==> src/rtl/bin2bcd_seq_pkg.sv <==
// Shared display package for the sequential binary-to-BCD converter:
// FSM states, digit geometry and the double-dabble adjust constants.
package bin2bcd_seq_pkg;

  typedef enum logic [1:0] {
    IDLE  = 2'd0,
    SHIFT = 2'd1,
    DONE  = 2'd2
  } state_t;

  localparam int unsigned BCD_W      = 4;
  localparam logic [3:0]  ADJ_THRESH = 4'd5;
  localparam logic [3:0]  ADJ_OFFSET = 4'd3;

  // Decimal digits in 2**w_in - 1, i.e. ceil(w_in * log10(2)).
  function automatic int unsigned min_bcd_digits(input int unsigned w_in);
    return (w_in * 30103 + 99999) / 100000;
  endfunction

endpackage

==> src/rtl/bcd_add3.sv <==
// Double-dabble digit adjust: adds 3 to a BCD digit of 5 or more so the
// following left shift carries correctly into the next decade.
module bcd_add3
  import bin2bcd_seq_pkg::*;
(
  input  logic [3:0] d,
  output logic [3:0] q
);

  always_comb q = (d >= ADJ_THRESH) ? d + ADJ_OFFSET : d;

endmodule

==> src/rtl/bin2bcd_seq.sv <==
// Sequential binary-to-packed-BCD converter, one shift-and-add-3 step per clock.
// Define BIN2BCD_SIGNED_EN to treat i_bin as two's complement and report o_neg.
module bin2bcd_seq
  import bin2bcd_seq_pkg::*;
#(
  parameter int unsigned W_IN  = 16,
  parameter int unsigned N_DIG = 5
) (
  input  logic                     i_CLK,
  input  logic                     i_RST,
  input  logic                     i_start,
  input  logic [W_IN-1:0]          i_bin,
  output logic                     o_busy,
  output logic                     o_done,
  output logic [BCD_W*N_DIG-1:0]   o_bcd,
  output logic                     o_neg,
  output logic                     o_ovf
);

  localparam int unsigned DW = BCD_W * N_DIG;
  localparam int unsigned CW = $clog2(W_IN + 1);

  state_t          state;
  logic [W_IN-1:0] shift_reg;
  logic [W_IN-1:0] mag;
  logic [DW-1:0]   digits;
  logic [DW-1:0]   adj;
  logic [CW-1:0]   cnt;
  logic            ovf_acc;

  if (N_DIG < min_bcd_digits(W_IN)) begin : g_short_digits
    $info("bin2bcd_seq: N_DIG too small for W_IN, large values will set o_ovf");
  end

  for (genvar g = 0; g < N_DIG; g++) begin : g_adj
    bcd_add3 u_add3 (
      .d (digits[g*BCD_W +: BCD_W]),
      .q (adj[g*BCD_W +: BCD_W])
    );
  end

`ifdef BIN2BCD_SIGNED_EN
  logic neg_cap;

  // Negation in W_IN bits maps the most negative value onto its exact magnitude.
  always_comb mag = i_bin[W_IN-1] ? ('0 - i_bin) : i_bin;

  always_ff @(posedge i_CLK or posedge i_RST) begin
    if (i_RST) begin
      neg_cap <= 1'b0;
      o_neg   <= 1'b0;
    end else if (state == IDLE && i_start) begin
      neg_cap <= i_bin[W_IN-1];
    end else if (state == DONE) begin
      o_neg   <= neg_cap;
    end
  end
`else
  always_comb mag = i_bin;
  assign o_neg = 1'b0;
`endif

  assign o_busy = (state != IDLE);

  always_ff @(posedge i_CLK or posedge i_RST) begin
    if (i_RST) begin
      state     <= IDLE;
      shift_reg <= '0;
      digits    <= '0;
      cnt       <= '0;
      ovf_acc   <= 1'b0;
      o_done    <= 1'b0;
      o_bcd     <= '0;
      o_ovf     <= 1'b0;
    end else begin
      o_done <= 1'b0;
      case (state)
        IDLE: begin
          if (i_start) begin
            shift_reg <= mag;
            digits    <= '0;
            ovf_acc   <= 1'b0;
            cnt       <= CW'(W_IN);
            state     <= SHIFT;
          end
        end
        SHIFT: begin
          // Adjusted digits shift as one register with the operand; the bit
          // falling off the top digit is a lost multiple of 10**N_DIG.
          {digits, shift_reg} <= {adj[DW-2:0], shift_reg, 1'b0};
          ovf_acc             <= ovf_acc | adj[DW-1];
          cnt                 <= cnt - CW'(1);
          if (cnt == CW'(1)) state <= DONE;
        end
        DONE: begin
          o_bcd  <= digits;
          o_ovf  <= ovf_acc;
          o_done <= 1'b1;
          state  <= IDLE;
        end
        default: state <= IDLE;
      endcase
    end
  end

endmodule

==> config.mk <==
export PLATFORM = sky130hd
export DESIGN_NAME = bin2bcd_seq
export DESIGN_NICKNAME = d
export VERILOG_FILES = /design/src/rtl/bin2bcd_seq_pkg.sv /design/src/rtl/bcd_add3.sv /design/src/rtl/bin2bcd_seq.sv
export SDC_FILE = /design/constraint.sdc
export NUM_CORES = 1
export LEC_CHECK = 0
export BUFFER_PORTS_ARGS = -buffer_cell sky130_fd_sc_hd__buf_2
export CORE_MARGIN = 10
export CORE_UTILIZATION = 57
export CTS_CLUSTER_DIAMETER = 60
export DETAILED_ROUTE_END_ITERATION = 8
export PLACE_DENSITY = 0.76
export SLEW_MARGIN = 40
export SYNTH_ARGS = -nofsm -noshare
export SYNTH_HDL_FRONTEND = slang
export SYNTH_SLANG_ARGS = --single-unit
==> constraint.sdc <==
create_clock -name i_CLK -period 2.35 [get_ports i_CLK]
set_input_delay 0.47 -clock i_CLK [delete_from_list [all_inputs] [get_ports i_CLK]]
set_output_delay 0.47 -clock i_CLK [all_outputs]
set_load 0.005 [all_outputs]
==> results of run 1 <==
## cell type report
class / instances / area share (%)
Sequential cell: 66 / 45.6
Multi-Input combinational cell: 203 / 35.9
Timing Repair Buffer: 49 / 7.67
Clock buffer: 13 / 4.66
Inverter: 26 / 2.69
Tap cell: 72 / 2.49
Clock inverter: 2 / 0.967
## worst paths after layout
path | startpoint | to | slack, ns | depth (start not counted)
max | state[1]$_DFFE_PP0P_ | o_busy | 0.42 | 2
min reg2reg | o_bcd[9]$_DFFE_PP0P_ | o_bcd[9]$_DFFE_PP0P_ | 0.47 | 2
max reg2reg | state[1]$_DFFE_PP0P_ | digits[11]$_DFFE_PP0P_ | 0.52 | 4
max in group asynchronous | i_RST | digits[17]$_DFFE_PP0P_ | 1.88 | 3
min in group i_CLK | i_bin[0] | shift_reg[0]$_DFFE_PP0P_ | 0.37 | 3
min | i_RST | digits[13]$_DFFE_PP0P_ | 0.18 | 3
## synthesized netlist by cell type (2+ instances only)
cell	instances
o2111ai_1	10
a21oi_1	2
and2b_1	3
o221ai_1	5
o31ai_1	7
ha_1	12
buf_2	12
inv_1	26
nor2b_1	7
clkbuf_1	5
nand3_1	4
nand2_1	49
o21ai_0	44
xnor2_1	5
dfrtp_1	66
a32o_1	5
o21a_1	5
nand2b_1	8
a22oi_1	15
o211ai_1	5
o32ai_1	4
## kinds of logic (layout without fill, tap and decap cells)
kind of cell | count (synthesis) | in the layout
buf+inv | 46 | 90
mux | 2 | 2
other cells | 1 | 1
simple gates | 78 | 78
xor+xnor | 5 | 5
fa+ha+maj | 12 | 12
compound gates | 105 | 105
flops | 66 | 66
## worst register-to-register path, delay by kind of cell (launching register included)
| kind | cells | cell delay (ns) |
|---|---|---|
| buffers and inverters | 1 | 0.24 |
| flip-flops | 1 | 0.74 |
| AO/OA/AOI/OAI | 2 | 0.31 |
| AND/OR/NAND/NOR | 1 | 0.44 |
## through the flow
| step | std cells | power (mW) | util [%] |
|---|---|---|---|
| after floorplan | 315 | 3.01 | - |
| after detailed placement | 416 | 3.46 | 62.8 |
| after global routing | 431 | 4.79 | 66.6 |
| after CTS | 431 | 4.46 | 66.6 |
| after global placement | 416 | 3.37 | 62.8 |
| final | 431 | 4.42 | 66.6 |
## power by group through the flow
stage / Sequential [mW] / Clock [mW] / Combinational [mW]
6_report: 1.83 / 0.980 / 1.61
5_1_grt: 1.89 / 1.05 / 1.84
4_1_cts: 1.83 / 1.00 / 1.63
3_5_place_dp: 1.84 / 0 / 1.62
3_3_place_gp: 1.82 / 0 / 1.55
2_1_floorplan: 1.76 / 0 / 1.25
## routing by layer
layer  vias up  wire length (um)
met3        11               335
met1      1169              2890
li1       1200                 -
met2        49              3220
met4         0               127
met5         -                 0
==> reports/qor.csv, run 1 <==
stage;metric;value;unit
critical_path;Worst EP arrival;1.46;ns
routing;DR DRC count;0;
power_and_ir_drop;Net Switching;1.61;mW
layout;ANT cells;0;
sta;Hold WS;0.181;ns
logic_synthesis;Yosys reg bits;66;
global_route;met2 Track Usage GR;25.0;%
floorplanning;die height;94.4;um
logic_synthesis;Post-synth ARST share;100;%
logic_synthesis;Mapped Nets;346;
sta;Final Max Slew Viols;0;
clock_network;Clk pin slew, worst setup/hold paths;0.07;ns
critical_path;critical path launch point type;flip-flop;
routing;Starting DRT DRC Count;141;
routing;drt wl/cell;15.2;um
floorplanning;core area;5440;um2
layout;multi-input logic area;1300;um2
critical_path;max incr delay on CP;0.61;ns
power_and_ir_drop;switch share;36.4;%
sta;crit path time final;1.93;ns
run;max-cap viol count;0;
clock_network;clock sink count;66;
placement;number of buffers added on ports;41;
logic_synthesis;Most used DFF post-synth;dfrtp_1;
sta;slew margin rel.;54.9;%
global_route;Most Used Layer, Global Route;met2;
placement;GP Congestion;0.834;
sta;final setup vio count;0;
power_and_ir_drop;Logic pwr share;36.4;%
clock_network;CTS tree;done;
logic_synthesis;Synth Area in Compound Gates;22.5;%
clock_network;Resized cells post-CTS;0;
clock_network;Max Root-Sink Buffers;2;
sta;clock skew;0.00659;ns
logic_synthesis;largest family of logic cells by synthesized area;compound AO/OA/AOI/OAI gates;
routing;remaining antenna violation count;0;
logic_synthesis;area leader, netlist;dfrtp_1;
global_route;gr ovfl total;0;
global_route;initial antenna violation count;0;
logic_synthesis;mux cell area share after synthesis;0.675;%
placement;post-DP HPWL;4.53;mm
sta;Worst-Margin Slew;0.675;ns
global_route;first-pass GRT wire length;11.2;mm
sta;RSZ-0062 raised after global routing;no;
layout;final-stage net count;386;
logic_synthesis;Yosys cell types;37;
routing;Routed WL;6.57;mm
layout;Post-Layout Inst Area;3620;um2
critical_path;critical path cell sequence;or2_2 > buf_2;
global_route;largest net degree at the start of global routing;67;
power_and_ir_drop;Max VDD drop;0.716;mV
logic_synthesis;Ys Warns;0;
layout;commonest non-fill, non-tap cells in the layout;dfrtp_1, nand2_1, o21ai_0;
floorplanning;IO Count;43;
power_and_ir_drop;clock power share;22.2;%
run_status;outcome;finished clean;
clock_network;CTS Hold Bufs;0;
worst_hold_path;Worst Hold Class;input pin to async pin;
logic_synthesis;sequential area share after synthesis;52.4;%
global_route;met1 global-route usage;19.5;%
clock_network;worst skew pair latency;0.34;ns
logic_synthesis;Mean Syn Cell Area;10.0;um2
layout;commonest non-fill, non-tap cell in the layout;dfrtp_1;
routing;DR pass1 iterations;4;
power_and_ir_drop;Internal Power;2.82;mW
power_and_ir_drop;PwrDens;1220;nW/um2
global_route;number of global-route vias before repair;2400;
placement;DP Worst Slack;0.522;ns
clock_network;Post-CTS Setup Bufs;0;
global_route;GRT met3 Usage;4.12;%
sta;Setup WS post-layout;0.420;ns
logic_synthesis;Post-Synth XOR/XNOR Area;1.39;%
power_and_ir_drop;Flop pwr share;41.4;%
logic_synthesis;top-area cell type share of the netlist area;52.4;%
logic_synthesis;Gate Count Post-Synth;315;
placement;Placed Area;3420;um2
critical_path;Worst Path Class, Setup;flip-flop to output port;
floorplanning;Initial Util;57.9;%
critical_path;Worst Path Buf+Inv;1;
layout;storage element area;1650;um2
critical_path;Crit-path slowest cell;dfrtp_1;
layout;Filler Cells Inserted;449;
logic_synthesis;synth top area cells;dfrtp_1, o21ai_0, nand2_1;
sta;Final Hold Vio Count;0;
routing;Via density;5.64;
layout;Area growth, synth to finish;15.0;%
routing;vias;2429;
critical_path;Req. time, crit path;1.88;ns
floorplanning;row count;27;
logic_synthesis;Adder-Cell Fraction of Synth Area;4.76;%
logic_synthesis;Synth Cell Area;3150;um2
power_and_ir_drop;Leakage;1.73;nW
clock_network;Num CTS Buffers;9;
sta;period utilisation layout;82.1;%
layout;layout cells sized above 1;19.2;%
critical_path;CP delay by family, top;flip-flops;
global_route;Overall Global Routing Usage;15.8;%
floorplanning;die width;94.4;um
sta;setup TNS;0;ns
clock_network;H-tree depth;3;
logic_synthesis;EDFF count, synth;0;
logic_synthesis;simple-gate area share of the yosys netlist;11.8;%
clock_network;CTS root buffer;clkbuf_8;
critical_path;crit path max fanout;24;
floorplanning;die area;8900;um2
critical_path;CP endpoint kind;output port;
sta;f_max;0.518;GHz
Note: power is estimated with default switching activity, not from simulation.
==> inputs of run 2 (changes only) <==
--- a/config.mk
+++ b/config.mk
@@ -5,12 +5,13 @@
 export SDC_FILE = /design/constraint.sdc
 export NUM_CORES = 1
 export LEC_CHECK = 0
+export ABC_AREA = 1
 export BUFFER_PORTS_ARGS = -buffer_cell sky130_fd_sc_hd__buf_2
 export CORE_MARGIN = 10
-export CORE_UTILIZATION = 57
+export CORE_UTILIZATION = 52
 export CTS_CLUSTER_DIAMETER = 60
 export DETAILED_ROUTE_END_ITERATION = 8
-export PLACE_DENSITY = 0.76
+export PLACE_DENSITY = 0.73
 export SLEW_MARGIN = 40
 export SYNTH_ARGS = -nofsm -noshare
 export SYNTH_HDL_FRONTEND = slang
==> constraint.sdc (replaced) <==
create_clock -name i_CLK -period 1.6 [get_ports i_CLK]
set_input_delay 0.32 -clock i_CLK [delete_from_list [all_inputs] [get_ports i_CLK]]
set_output_delay 0.32 -clock i_CLK [all_outputs]
set_load 0.005 [all_outputs]
==> run 2 against run 1 <==
Net effect:
- clock power grew 24%
- register-to-register slack lost 0.27 ns
- first-iteration DRC count is the same
- final cell count grew 18%
- die area grew 8.2%
- global-route usage shrank 1.2 points
- non-clock buffer count shrank 1
- hold slack lost 0.17 ns
- power grew 65%
- combinational power grew 100%
- critical path depth grew 1
- largest power group is now combinational cells
==> reports/qor.csv, run 2 <==
stage;metric;value;unit
sta;Final Max Slew Viols;0;
clock_network;worst skew pair latency;0.33;ns
critical_path;reg-to-reg slack, setup;0.25;ns
power_and_ir_drop;PwrDens;1990;nW/um2
placement;post-DP HPWL;4.98;mm
logic_synthesis;Mapped Nets;416;
floorplanning;die width;98.1;um
global_route;first-pass GRT wire length;11.9;mm
routing;Routed WL;6.80;mm
sta;clock skew;0.00602;ns
logic_synthesis;sequential area share after synthesis;52.0;%
critical_path;Worst Setup SP;state[0]$_DFFE_PP0P_;
global_route;initial antenna violation count;0;
run_status;outcome;finished clean;
logic_synthesis;Ys Warns;0;
sta;final setup vio count;0;
sta;setup TNS;0;ns
layout;layout cells sized above 1;16.4;%
sta;RSZ-0062 raised after global routing;no;
floorplanning;row count;28;
critical_path;R2R Path Start;digits[4]$_DFFE_PP0P_;
worst_hold_path;Worst Hold Class;input pin to async pin;
layout;final-stage net count;462;
placement;DP Worst Slack;0.269;ns
logic_synthesis;top-area cell type share of the netlist area;52.0;%
layout;commonest non-fill, non-tap cell in the layout;nand2_1;
routing;DR pass1 iterations;4;
sta;f_max;0.719;GHz
sta;crit path time final;1.39;ns
clock_network;CTS Hold Bufs;0;
critical_path;Req. time, crit path;1.28;ns
layout;Area growth, synth to finish;15.5;%
global_route;Overall Global Routing Usage;14.6;%
floorplanning;die area;9630;um2
sta;Setup WS post-layout;0.209;ns
layout;multi-input logic area;1290;um2
logic_synthesis;EDFF count, synth;0;
run;max-cap viol count;0;
critical_path;FF-to-FF path depth;8;
logic_synthesis;Yosys cell types;24;
logic_synthesis;cell with the most instances after synthesis;nand2_1;
power_and_ir_drop;Leakage;1.92;nW
logic_synthesis;Post-synth ARST share;100;%
layout;Filler Cells Inserted;539;
clock_network;Num CTS Buffers;9;
clock_network;Max Root-Sink Buffers;2;
sta;period utilisation layout;87.0;%
routing;Starting DRT DRC Count;141;
layout;commonest non-fill, non-tap cells in the layout;nand2_1, dfrtp_1, buf_2;
critical_path;r2r endpoint;digits[5]$_DFFE_PP0P_;
clock_network;CTS root buffer;clkbuf_8;
logic_synthesis;Synth Cell Area;3180;um2
sta;Worst-Margin Slew;0.613;ns
sta;Final Hold Vio Count;0;
critical_path;Worst EP arrival;1.07;ns
floorplanning;Initial Util;53.6;%
layout;storage element area;1650;um2
clock_network;CTS tree;done;
logic_synthesis;Synth top cells by count;nand2_1, dfrtp_1, nand3_1, inv_1, o21ai_1;
clock_network;Post-CTS Setup Bufs;0;
floorplanning;IO Count;43;
routing;vias;2647;
routing;remaining antenna violation count;0;
sta;slew margin rel.;59.1;%
global_route;number of global-route vias before repair;2634;
global_route;gr ovfl total;0;
logic_synthesis;synth top area cells;dfrtp_1, nand2_1, nand3_1;
placement;number of buffers added on ports;41;
critical_path;Worst Path Class, Setup;flip-flop to output port;
clock_network;Clk pin slew, worst setup/hold paths;0.06;ns
layout;ANT cells;0;
clock_network;Resized cells post-CTS;0;
logic_synthesis;area leader, netlist;dfrtp_1;
routing;drt wl/cell;13.4;um
logic_synthesis;Yosys reg bits;66;
critical_path;CP endpoint kind;output port;
clock_network;clock sink count;66;
placement;GP Congestion;0.877;
power_and_ir_drop;Max VDD drop;0.981;mV
routing;Via density;5.22;
floorplanning;core area;5920;um2
floorplanning;die height;98.1;um
global_route;largest net degree at the start of global routing;42;
critical_path;critical path launch point type;flip-flop;
routing;DR DRC count;0;
critical_path;crit path max fanout;4;
logic_synthesis;Most used DFF post-synth;dfrtp_1;
clock_network;H-tree depth;3;
logic_synthesis;Mean Syn Cell Area;8.25;um2
logic_synthesis;Gate Count Post-Synth;385;
sta;Hold WS;0.00976;ns
==> run 2: changes by cell type after synthesis, moves of 11 or more <==
cell / before / now
nand2_1: 49 / 134
nand3_1: 4 / 39
o21ai_0: 44 / 10
o21ai_1: 0 / 26
a22oi_1: 15 / 0
inv_1: 26 / 37
nand4_1: 0 / 11
==> run 2: layout make-up <==
type / instances / share of cell area, %
Tap cell: 75 / 2.56
Inverter: 42 / 4.40
Multi-Input combinational cell: 264 / 35.1
Timing Repair Buffer: 48 / 8.39
Sequential cell: 66 / 45.0
Clock buffer: 12 / 4.50
==> run 2: report_power, final <==
| part | switching [mW] | total (mW) | internal, mW | leakage, nW |
|---|---|---|---|---|
| logic | 2.01 | 3.26 | 1.25 | 1.02 |
| clock network | 0.563 | 1.22 | 0.655 | 0.0863 |
| registers | 0.450 | 2.81 | 2.36 | 0.813 |
==> run 2: routing by layer <==
| metal | GRT usage [%] | vias to the layer above | wire length (um) |
|---|---|---|---|
| met5 | 0 | - | 0 |
| met4 | 7.72 | 0 | 148 |
| met3 | 3.45 | 16 | 367 |
| met2 | 22.2 | 67 | 2940 |
| met1 | 19.0 | 1223 | 3350 |
| li1 | - | 1341 | - |
==> run 2: worst max-delay path, cell delays in order (launching register included) <==
cell and delay, ns:
dfrtp_1 0.42, nor2_1 0.15, inv_1 0.05, buf_2 0.12
==> run 2: worst max-delay path by stage <==
| stage | slack, ns | end |
|---|---|---|
| finish | 0.21 | o_busy |
| global route | 0.11 | o_bcd[5]$_DFFE_PP0P_ |
| CTS | 0.19 | o_busy |
| detailed placement | 0.27 | digits[8]$_DFFE_PP0P_ |
| global placement | 0.32 | o_bcd[5]$_DFFE_PP0P_ |
| floorplan | 0.46 | digits[4]$_DFFE_PP0P_ |
==> run 2: logic make-up after synthesis <==
family | synth area share, %
other | 0.118
flip-flops | 52.0
AND/OR/NAND/NOR | 27.0
buffers and inverters | 7.45
adder cells (fa/ha/maj) | 4.73
AO/OA/AOI/OAI | 8.75
==> run 2: per-stage QoR <==
| stage | cells | cell area (um2) | util (%) | total power, mW |
|---|---|---|---|---|
| finish | 507 | 3670 | 61.9 | 7.28 |
| global route | 507 | 3670 | 61.9 | 8.01 |
| CTS | 507 | 3670 | 61.9 | 7.33 |
| detailed placement | 495 | 3500 | 59.2 | 6.10 |
| global placement | 495 | 3500 | 59.2 | 5.96 |
| floorplan | 385 | 3180 | - | 5.14 |
==> inputs of run 3 (changes only) <==
--- a/config.mk
+++ b/config.mk
@@ -8,10 +8,10 @@
 export ABC_AREA = 1
 export BUFFER_PORTS_ARGS = -buffer_cell sky130_fd_sc_hd__buf_2
 export CORE_MARGIN = 10
-export CORE_UTILIZATION = 52
+export CORE_UTILIZATION = 56
 export CTS_CLUSTER_DIAMETER = 60
 export DETAILED_ROUTE_END_ITERATION = 8
-export PLACE_DENSITY = 0.73
+export PLACE_DENSITY = 0.75
 export SLEW_MARGIN = 40
 export SYNTH_ARGS = -nofsm -noshare
 export SYNTH_HDL_FRONTEND = slang
==> constraint.sdc (replaced) <==
create_clock -name i_CLK -period 1.62 [get_ports i_CLK]
set_input_delay 0.324 -clock i_CLK [delete_from_list [all_inputs] [get_ports i_CLK]]
set_output_delay 0.324 -clock i_CLK [all_outputs]
set_load 0.005 [all_outputs]
==> run 3 against run 2 <==
Net effect:
- clock-buffer cell count increased by 1
- die area shrank 5.7%
- critical path type unchanged
- sequential power down 2%
- highest routed layer unchanged
- critical endpoint unchanged
- hold slack gained 0.068 ns
==> reports/qor.csv, run 3 (same netlist as run 2, synthesis figures left out) <==
stage;metric;value;unit
floorplanning;die width;95.3;um
clock_network;worst skew pair latency;0.33;ns
power_and_ir_drop;PwrDens;1960;nW/um2
critical_path;reg-to-reg slack, setup;0.22;ns
global_route;initial antenna violation count;0;
clock_network;clock sink count;66;
clock_network;Resized cells post-CTS;0;
clock_network;CTS Hold Bufs;0;
critical_path;critical path cell sequence;nor2_1 > inv_1 > buf_2;
sta;final setup vio count;0;
sta;slew margin rel.;60.6;%
routing;remaining antenna violation count;0;
global_route;Overall Global Routing Usage;15.3;%
clock_network;Max Root-Sink Buffers;2;
layout;Filler Cells Inserted;464;
run;max-cap viol count;0;
routing;Via density;5.16;
sta;Final Hold Vio Count;0;
layout;Area growth, synth to finish;13.7;%
placement;number of buffers added on ports;41;
critical_path;CP delay by family, top;flip-flops;
run_status;outcome;finished clean;
sta;Hold WS;0.0773;ns
floorplanning;IO Count;43;
layout;commonest non-fill, non-tap cell in the layout;nand2_1;
critical_path;FF-to-FF path depth;6;
global_route;number of global-route vias before repair;2554;
sta;crit path time final;1.42;ns
critical_path;R2R Path Start;state[1]$_DFFE_PP0P_;
routing;vias;2589;
clock_network;H-tree depth;3;
critical_path;CP endpoint kind;output port;
placement;GP Congestion;0.870;
clock_network;Num CTS Buffers;9;
routing;DR pass1 iterations;4;
critical_path;Worst Path Buf+Inv;2;
sta;Final Max Slew Viols;0;
critical_path;Worst EP arrival;1.10;ns
sta;setup TNS;0;ns
critical_path;r2r endpoint;digits[17]$_DFFE_PP0P_;
sta;Worst-Margin Slew;0.590;ns
global_route;largest net degree at the start of global routing;67;
routing;Starting DRT DRC Count;134;
layout;layout cells sized above 1;15.6;%
clock_network;CTS root buffer;clkbuf_8;
layout;commonest non-fill, non-tap cells in the layout;nand2_1, dfrtp_1, buf_2;
routing;Routed WL;6.43;mm
worst_hold_path;Worst Hold Class;input pin to async pin;
floorplanning;die area;9080;um2
floorplanning;die height;95.3;um
power_and_ir_drop;Leakage;1.90;nW
critical_path;Crit-path slowest cell;dfrtp_1;
critical_path;max incr delay on CP;0.42;ns
critical_path;Worst Path Class, Setup;flip-flop to output port;
clock_network;CTS tree;done;
placement;post-DP HPWL;4.50;mm
floorplanning;core area;5510;um2
routing;DR DRC count;0;
routing;drt wl/cell;12.8;um
critical_path;Req. time, crit path;1.30;ns
sta;RSZ-0062 raised after global routing;no;
sta;clock skew;0.00303;ns
floorplanning;row count;27;
global_route;first-pass GRT wire length;11.2;mm
clock_network;Post-CTS Setup Bufs;0;
critical_path;critical path launch point type;flip-flop;
global_route;gr ovfl total;0;
sta;f_max;0.704;GHz
floorplanning;Initial Util;57.7;%
layout;ANT cells;0;
clock_network;Clk pin slew, worst setup/hold paths;0.06;ns
layout;final-stage net count;459;
sta;period utilisation layout;87.7;%
critical_path;crit path max fanout;4;
power_and_ir_drop;Max VDD drop;0.947;mV
-- run 3: cell types whose count changed in the layout (fill, tap and decap cells not counted), sizes merged --
cell,delta
buf,-3
clkbuf,+1
-- run 3: metrics by stage --
step	setup slack, ns	instances	power, mW	cell area [um2]	util, %
6_report	0.199	502	7.07	3610	65.6
5_1_grt	0.0518	502	7.81	3610	65.6
4_1_cts	0.192	502	7.13	3610	65.6
3_5_place_dp	0.237	489	5.93	3450	62.7
3_3_place_gp	0.285	489	5.82	3450	62.7
2_1_floorplan	0.483	385	5.08	3180	-
-- run 3: worst max path at each step --
stage                          startpoint                        end  slack, ns  cells past startpoint
finish               state[0]$_DFFE_PP0P_                     o_busy       0.20                      3
global route         state[1]$_DFFE_PP0P_  shift_reg[14]$_DFFE_PP0P_       0.05                      6
CTS                  state[0]$_DFFE_PP0P_                     o_busy       0.19                      3
detailed placement   state[1]$_DFFE_PP0P_  shift_reg[12]$_DFFE_PP0P_       0.24                      6
global placement     state[0]$_DFFE_PP0P_   shift_reg[1]$_DFFE_PP0P_       0.28                      5
floorplan           digits[0]$_DFFE_PP0P_      digits[4]$_DFFE_PP0P_       0.48                      7
-- run 3: metal layers --
metal | vias up | share of wire, % | GRT usage, %
met5 | - | 0 | 0
met4 | 0 | 0.98 | 6.36
met3 | 6 | 6.5 | 5.11
met2 | 72 | 45 | 23.6
met1 | 1185 | 48 | 19.3
li1 | 1326 | - | -
-- run 3: layout make-up --
type	count	area, um2	area share [%]
Multi-Input combinational cell	264	1290	35.7
Sequential cell	66	1650	45.8
Timing Repair Buffer	45	260	7.21
Tap cell	72	90.1	2.50
Inverter	42	161	4.47
Clock buffer	13	159	4.40
-- run 3: worst min-delay path: cells and delay by family --
family / cells / cell delay [ns]
buffers and inverters: 3 / 0.48
-- run 3: where the power goes --
group          switching, mW  total, mW  internal [mW]  leakage (nW)
clock network          0.558       1.17          0.615        0.0815
registers              0.425       2.75           2.33         0.813
logic                   1.95       3.14           1.19          1.00
